File: config.mk
export PLATFORM = sky130hd
export DESIGN_NAME = usb_rx_line_decoder_flat
export DESIGN_NICKNAME = d
export VERILOG_FILES = /design/src/rtl/usb_rx_line_decoder_if.sv /design/src/rtl/usb_rx_line_decoder.sv /design/src/flat_wrapper.sv
export SDC_FILE = /design/constraint.sdc
export NUM_CORES = 1
export LEC_CHECK = 0
export CAP_MARGIN = 0
export CORE_MARGIN = 4
export CORE_UTILIZATION = 49
export DETAILED_ROUTE_END_ITERATION = 16
export PLACE_DENSITY = 0.73
export SETUP_SLACK_MARGIN = 0.2
export SLEW_MARGIN = 20
export SYNTH_ARGS = -nofsm -noshare
export SYNTH_HDL_FRONTEND = slang
export SYNTH_SLANG_ARGS = --single-unit
File: constraint.sdc
create_clock -name clk -period 1.9 [get_ports clk]
set_clock_uncertainty 0.2 [all_clocks]
set_input_delay 0.19 -clock clk [delete_from_list [all_inputs] [get_ports clk]]
set_output_delay 0.19 -clock clk [all_outputs]
set_load 0.01 [all_outputs]
File: src/rtl/usb_rx_line_decoder_if.sv
// Line-side bundle for the USB full-speed receive front end.
// The raw D+/D- pair flows from the line (master) into the decoder (slave).
// The decoded strobes flow back to the consumer.
//
// Strobe semantics: there is no valid/ready handshake. Each of bit_valid,
// bit_stuffed, stuff_err, line_err and eop is a single-cycle pulse that the
// consumer must take in that cycle, because it cannot apply backpressure.
// At most one of these pulses is high in any cycle. bit_data is meaningful
// only while bit_valid is high; between strobes it holds its last value.
interface usb_rx_line_decoder_if;
    logic d_plus;
    logic d_minus;
    logic bit_valid;
    logic bit_data;
    logic bit_stuffed;
    logic stuff_err;
    logic line_err;
    logic eop;

    modport master (
        output d_plus,
        output d_minus,
        input  bit_valid,
        input  bit_data,
        input  bit_stuffed,
        input  stuff_err,
        input  line_err,
        input  eop
    );

    modport slave (
        input  d_plus,
        input  d_minus,
        output bit_valid,
        output bit_data,
        output bit_stuffed,
        output stuff_err,
        output line_err,
        output eop
    );
endinterface

File: src/rtl/usb_rx_line_decoder.sv
// USB full-speed receive line front end.
// The block synchronises D+/D-, recovers bit timing from line transitions and
// NRZI-decodes the samples. It strips stuffed zeros and detects EOP
// (SE0 for at least EOP_SE0_BITS samples, followed by J). Every result leaves
// as a registered one-cycle strobe in the cycle after the sample point.
module usb_rx_line_decoder #(
    parameter int CLKS_PER_BIT = 8,
    parameter int STUFF_LEN    = 6,
    parameter int EOP_SE0_BITS = 2,
    parameter int SYNC_STAGES  = 2
) (
    input  logic                  clk,
    input  logic                  n_rst,
    usb_rx_line_decoder_if.slave  line_if,
    output logic                  fsm_state_o   // debug: 0 = RUN, 1 = SE0
);

    localparam int TW = $clog2(CLKS_PER_BIT);
    localparam int OW = $clog2(STUFF_LEN + 1);
    localparam int SW = $clog2(EOP_SE0_BITS + 1);

    localparam logic [TW-1:0] TIMER_LAST = TW'(CLKS_PER_BIT - 1);
    localparam logic [TW-1:0] SAMPLE_PT  = TW'(CLKS_PER_BIT / 2 - 1);
    localparam logic [OW-1:0] STUFF_MAX  = OW'(STUFF_LEN);
    localparam logic [SW-1:0] SE0_MAX    = SW'(EOP_SE0_BITS);

    // Line state encoding is {D+, D-}.
    localparam logic [1:0] LS_SE0 = 2'b00;
    localparam logic [1:0] LS_K   = 2'b01;
    localparam logic [1:0] LS_J   = 2'b10;
    localparam logic [1:0] LS_SE1 = 2'b11;

    typedef enum logic {
        ST_RUN = 1'b0,
        ST_SE0 = 1'b1
    } state_e;

    // Synchroniser chains. They reset to idle J so that a reset looks like an idle bus.
    logic [SYNC_STAGES-1:0] dp_sync_q;
    logic [SYNC_STAGES-1:0] dm_sync_q;
    logic [1:0]             line_now;
    logic [1:0]             line_last_q;

    logic [TW-1:0] timer_q;
    logic [TW-1:0] timer_d;
    logic          sample;

    state_e        state_q,  state_d;
    logic [1:0]    prev_q,   prev_d;
    logic [OW-1:0] ones_q,   ones_d;
    logic [SW-1:0] se0_q,    se0_d;

    logic bit_valid_q,   bit_valid_d;
    logic bit_data_q,    bit_data_d;
    logic bit_stuffed_q, bit_stuffed_d;
    logic stuff_err_q,   stuff_err_d;
    logic line_err_q,    line_err_d;
    logic eop_q,         eop_d;

    logic do_decode;
    logic dec_bit;

    // Shift the raw line pair through the synchroniser flops.
    always_ff @(posedge clk or negedge n_rst) begin
        if (!n_rst) begin
            dp_sync_q <= '1;
            dm_sync_q <= '0;
        end else begin
            dp_sync_q <= {dp_sync_q[SYNC_STAGES-2:0], line_if.d_plus};
            dm_sync_q <= {dm_sync_q[SYNC_STAGES-2:0], line_if.d_minus};
        end
    end

    assign line_now = {dp_sync_q[SYNC_STAGES-1], dm_sync_q[SYNC_STAGES-1]};

    // Any change of the synced line state re-centres the bit timer. Without a
    // change, the timer free-runs so that long runs without transitions still
    // yield one sample per bit.
    always_comb begin
        timer_d = timer_q + TW'(1);
        if (line_now != line_last_q) begin
            timer_d = '0;
        end else if (timer_q == TIMER_LAST) begin
            timer_d = '0;
        end
    end

    assign sample = (timer_q == SAMPLE_PT);

    // Register the bit timer and the previous clock's synced line state.
    always_ff @(posedge clk or negedge n_rst) begin
        if (!n_rst) begin
            timer_q     <= '0;
            line_last_q <= LS_J;
        end else begin
            timer_q     <= timer_d;
            line_last_q <= line_now;
        end
    end

    // Decoder FSM next state, counters and strobes. Everything happens only at sample points.
    always_comb begin
        state_d       = state_q;
        prev_d        = prev_q;
        ones_d        = ones_q;
        se0_d         = se0_q;
        bit_valid_d   = 1'b0;
        bit_data_d    = bit_data_q;
        bit_stuffed_d = 1'b0;
        stuff_err_d   = 1'b0;
        line_err_d    = 1'b0;
        eop_d         = 1'b0;
        do_decode     = 1'b0;
        dec_bit       = 1'b0;

        if (sample) begin
            case (state_q)
                ST_RUN: begin
                    case (line_now)
                        LS_J, LS_K: do_decode = 1'b1;
                        LS_SE0: begin
                            se0_d   = SW'(1);
                            state_d = ST_SE0;
                        end
                        default: line_err_d = 1'b1;   // SE1: flag only, touch nothing else
                    endcase
                end
                ST_SE0: begin
                    case (line_now)
                        LS_SE0: begin
                            if (se0_q < SE0_MAX) begin
                                se0_d = se0_q + SW'(1);
                            end
                        end
                        LS_J: begin
                            se0_d   = '0;
                            state_d = ST_RUN;
                            if (se0_q >= SE0_MAX) begin
                                eop_d  = 1'b1;
                                prev_d = LS_J;
                                ones_d = '0;
                            end else begin
                                // SE0 was too short to be an EOP, so this J is an ordinary bit.
                                do_decode = 1'b1;
                            end
                        end
                        LS_K: begin
                            se0_d     = '0;
                            state_d   = ST_RUN;
                            do_decode = 1'b1;
                        end
                        default: line_err_d = 1'b1;   // SE1: stay put, count unchanged
                    endcase
                end
                default: state_d = ST_RUN;
            endcase
        end

        // NRZI: a 1 is "no transition" against the last J/K sample.
        if (do_decode) begin
            dec_bit = (line_now == prev_q);
            prev_d  = line_now;
            if (ones_q == STUFF_MAX) begin
                ones_d = '0;
                if (dec_bit) begin
                    stuff_err_d = 1'b1;
                end else begin
                    bit_stuffed_d = 1'b1;
                end
            end else begin
                bit_valid_d = 1'b1;
                bit_data_d  = dec_bit;
                ones_d      = dec_bit ? ones_q + OW'(1) : '0;
            end
        end
    end

    // Register the FSM state, the decode history and the output strobes.
    always_ff @(posedge clk or negedge n_rst) begin
        if (!n_rst) begin
            state_q       <= ST_RUN;
            prev_q        <= LS_J;
            ones_q        <= '0;
            se0_q         <= '0;
            bit_valid_q   <= 1'b0;
            bit_data_q    <= 1'b0;
            bit_stuffed_q <= 1'b0;
            stuff_err_q   <= 1'b0;
            line_err_q    <= 1'b0;
            eop_q         <= 1'b0;
        end else begin
            state_q       <= state_d;
            prev_q        <= prev_d;
            ones_q        <= ones_d;
            se0_q         <= se0_d;
            bit_valid_q   <= bit_valid_d;
            bit_data_q    <= bit_data_d;
            bit_stuffed_q <= bit_stuffed_d;
            stuff_err_q   <= stuff_err_d;
            line_err_q    <= line_err_d;
            eop_q         <= eop_d;
        end
    end

    assign line_if.bit_valid   = bit_valid_q;
    assign line_if.bit_data    = bit_data_q;
    assign line_if.bit_stuffed = bit_stuffed_q;
    assign line_if.stuff_err   = stuff_err_q;
    assign line_if.line_err    = line_err_q;
    assign line_if.eop         = eop_q;
    assign fsm_state_o         = state_q;

endmodule

File: src/flat_wrapper.sv
// flat-port wrapper written by rule: the top's interface ports become plain ports
module usb_rx_line_decoder_flat 
#(
    parameter int CLKS_PER_BIT = 8,
    parameter int STUFF_LEN    = 6,
    parameter int EOP_SE0_BITS = 2,
    parameter int SYNC_STAGES  = 2
)
  (clk, n_rst, fsm_state_o, line_if_d_plus, line_if_d_minus, line_if_bit_valid, line_if_bit_data, line_if_bit_stuffed, line_if_stuff_err, line_if_line_err, line_if_eop);
  usb_rx_line_decoder_if line_if_i ();
  input  logic clk;
  input  logic n_rst;
  output logic fsm_state_o;
  input wire logic [$bits(line_if_i.d_plus)-1:0] line_if_d_plus;
  input wire logic [$bits(line_if_i.d_minus)-1:0] line_if_d_minus;
  output wire logic [$bits(line_if_i.bit_valid)-1:0] line_if_bit_valid;
  output wire logic [$bits(line_if_i.bit_data)-1:0] line_if_bit_data;
  output wire logic [$bits(line_if_i.bit_stuffed)-1:0] line_if_bit_stuffed;
  output wire logic [$bits(line_if_i.stuff_err)-1:0] line_if_stuff_err;
  output wire logic [$bits(line_if_i.line_err)-1:0] line_if_line_err;
  output wire logic [$bits(line_if_i.eop)-1:0] line_if_eop;
  assign line_if_i.d_plus = line_if_d_plus;
  assign line_if_i.d_minus = line_if_d_minus;
  assign line_if_bit_valid = line_if_i.bit_valid;
  assign line_if_bit_data = line_if_i.bit_data;
  assign line_if_bit_stuffed = line_if_i.bit_stuffed;
  assign line_if_stuff_err = line_if_i.stuff_err;
  assign line_if_line_err = line_if_i.line_err;
  assign line_if_eop = line_if_i.eop;
  usb_rx_line_decoder #(.CLKS_PER_BIT(CLKS_PER_BIT), .STUFF_LEN(STUFF_LEN), .EOP_SE0_BITS(EOP_SE0_BITS), .SYNC_STAGES(SYNC_STAGES)) u_core (.clk(clk), .n_rst(n_rst), .line_if(line_if_i), .fsm_state_o(fsm_state_o));
endmodule
==> flow_summary_export.csv <==
group,metric,value,unit
status,outcome,"completed",
floorplan,start_util,0.527,
power,leakage,0.644,nW
cts,htreeDepth,1,
routing,post_drt_wl_per_cell,14.8,µm
setup_path,crit_type,"reg2reg",
setup_path,critPathArrivalTime,1.93,ns
routing,drt_iter0_drc,5,
worst_hold_path,min_path_type,"in2async",
yosys,ys_seq_area_frac,0.545,
floorplan,row_count,16,
setup_path,endpoint_kind,"register",
cts,cts_buffers,3,
yosys,synth.avg_cell_area,12.2,µm²
placed_design,io_buffers,10,
yosys,syn_area,1060,µm²
cts,clk_latency,0.32,ns
cts,clockRootBuffer,"clkbuf_4",
sta,setup_viol,0,
cts,hold_buffers,0,
sta,fin_crit,1.89,ns
placed_design,pre_cts_ws,-0.106,ns
cells_and_area,area_growth,35.7,%
grt,grt_max_degree,24,
yosys,ys_ff_latch,23,
routing,remaining_drc_errors,0,
cells_and_area,drive_gt1_frac,0.379,
sta,fin_ws,0.0149,ns
placed_design,place.gp.congestion,0.824,
sta,fin_crit_sh,0.992,
setup_path,cp_max_fo,5,
grt,grtUsageTotal,0.169,
floorplan,top_level_ports,11,
routing,drt-vias-per-instance,5.31,
cells_and_area,final_nets,132,
yosys,syn_nets,102,
cts,clock_path_buffers,2,
routing,routed_wl,2110,µm
setup_path,start_kind,"register",
grt,grt_pass1_wl,3430,µm
yosys,synth_cells,87,
power,power_density,654,nW/µm²
cts,cts_tree,"built",
sta,grt_setup_unrepaired,"true",
sta,hold_viol,0,
cts,clock_sinks,23,
routing,drt-pass1-iter-count,5,
routing,antenna_left,0,
sta,fin_setup_tns,0,ns
setup_path,worst_ep_required_time,1.95,ns
grt,grt_pass1_vias,780,
sta,tightest_slew,0.354,ns
floorplan,die_height,54.6,µm
sta,holdWs,0.0167,ns
yosys,yosysWarnings,0,
placed_design,dp_hpwl,1330,µm
grt,grt_overflow_total,0,
flow_run,maxCapViolations,0,
cts,clkTransAtPathRegs,0.13,ns
power,irDropWorstVdd,0.502,mV
routing,num_vias,760,
floorplan,coreArea,2020,µm²
floorplan,dieArea,2980,µm²
yosys,synth_cell_types,31,
grt,antenna_found_initial,0,
sta,max_freq,0.530,GHz
sta,relSlewSlack,0.763,
cells_and_area,diodes,0,
sta,maxSlewViolCount,0,
floorplan,dieWidth,54.6,µm
## through the flow
step           power, mW  area (µm²)  instances   util
3_3_place_gp       0.669        1270        128  0.629
6_report           0.945        1450        143  0.715
4_1_cts            0.921        1400        138  0.692
2_1_floorplan      0.618        1110         87      -
3_5_place_dp       0.673        1270        128  0.629
5_1_grt            0.994        1450        143  0.715
## worst max-delay path, cell delays in order (launching register included)
cell	delay [ns]
dfstp_2	0.62
inv_4	0.06
ha_4	0.29
nand2_4	0.07
o21ai_4	0.19
nand4_1	0.19
o2bb2ai_1	0.19
## where the power goes
group | switching, mW | leakage, nW | total [mW] | internal [mW]
sequential | 0.0156 | 0.297 | 0.533 | 0.517
clock | 0.151 | 0.0177 | 0.230 | 0.0789
combinational | 0.0865 | 0.330 | 0.182 | 0.0954
total | 0.253 | 0.644 | 0.945 | 0.692
## timing repair
| action | CTS | global route |
|---|---|---|
| resized for setup | 14 | 3 |
| buffers inserted | 6 | 5 |
| endpoints found under the setup margin | 10 | 12 |
| pin swaps | 10 | 3 |
## cell usage after synthesis
cell,instances,area share
inv_1,8,0.028
a211o_1,1,0.0082
o21ai_2,1,0.0082
o21bai_1,1,0.0071
nand2_1,6,0.021
o21bai_2,1,0.011
ha_1,11,0.13
o21ai_0,2,0.0094
a31oi_1,1,0.0059
nor3b_1,2,0.014
and3_1,1,0.0059
xor2_1,2,0.016
dfstp_2,4,0.099
mux2_2,2,0.021
nor4_1,1,0.0059
dfrtp_1,19,0.45
nor3b_2,1,0.012
nand4_1,1,0.0059
mux2i_1,1,0.0094
o22ai_1,1,0.0059
o2bb2ai_1,2,0.016
o2111a_1,1,0.011
nand2b_1,2,0.012
nor2_1,4,0.014
a21oi_1,3,0.014
a32o_1,1,0.0094
nor3_1,2,0.0094
xnor2_1,2,0.016
o311ai_2,1,0.015
o211ai_1,1,0.0071
and2_1,1,0.0059
## cell type report
cell class	count	area [µm²]
flip-flops and latches	23	582
fillers	144	577
multi-input cells	56	557
repair buffers	25	213
well taps	27	33.8
inverters	8	32.5
clock buffers	3	22.5
clock inverters	1	5.00
## final timing paths
kind,from,end,slack (ns),cells past startpoint
max in group asynchronous,n_rst,u_core.dp_sync_q[1],1.21,2
hold reg to reg,u_core.dm_sync_q[0],u_core.dm_sync_q[1],0.16,0
min in group clk,line_if_d_plus,u_core.dp_sync_q[0],0.08,1
setup / recovery,u_core.dp_sync_q[1],u_core.ones_q[1],0.01,6
hold / removal,n_rst,u_core.line_if.eop,0.02,2
setup reg to reg,u_core.dp_sync_q[1],u_core.ones_q[1],0.01,6
## registers in the layout (all words and copies together), names as in the netlist
signal / count
u_core.ones_q: 3
u_core.timer_q: 3
u_core.dm_sync_q: 2
u_core.dp_sync_q: 2
u_core.line_last_q: 2
u_core.prev_q: 2
u_core.se0_q: 2
u_core.fsm_state_o: 1
u_core.line_if.bit_data: 1
u_core.line_if.bit_stuffed: 1
u_core.line_if.bit_valid: 1
u_core.line_if.eop: 1
u_core.line_if.line_err: 1
u_core.line_if.stuff_err: 1
## layer usage
layer,wire (µm),vias up,global-route usage
li1,-,359,-
met1,924,378,0.188
met2,1070,19,0.287
met3,85,4,0.0354
met4,25,0,0.108
met5,0,-,0
## cells by family (layout without fill, tap and decap cells)
group	count (synthesis)	after routing	share of synthesized area
flip-flops	23	23	0.545
AND/OR/NAND/NOR	21	21	0.106
AO/OA/AOI/OAI	17	17	0.128
adder cells (fa/ha/maj)	11	11	0.129
buffers and inverters	8	37	0.0282
XOR/XNOR	4	4	0.0329
multiplexers	3	3	0.0306
## cell usage in the layout, fill, tap and decap left out, types with 3 or more instances in the layout
master / count
clkdlybuf4s50_1: 10
inv_1: 6
nand2_1: 5
dfstp_2: 4
clkbuf_4: 3
dfrtp_1: 18
ha_1: 7
nor2_1: 3
buf_4: 15
Power figures use the tool's default switching activity.
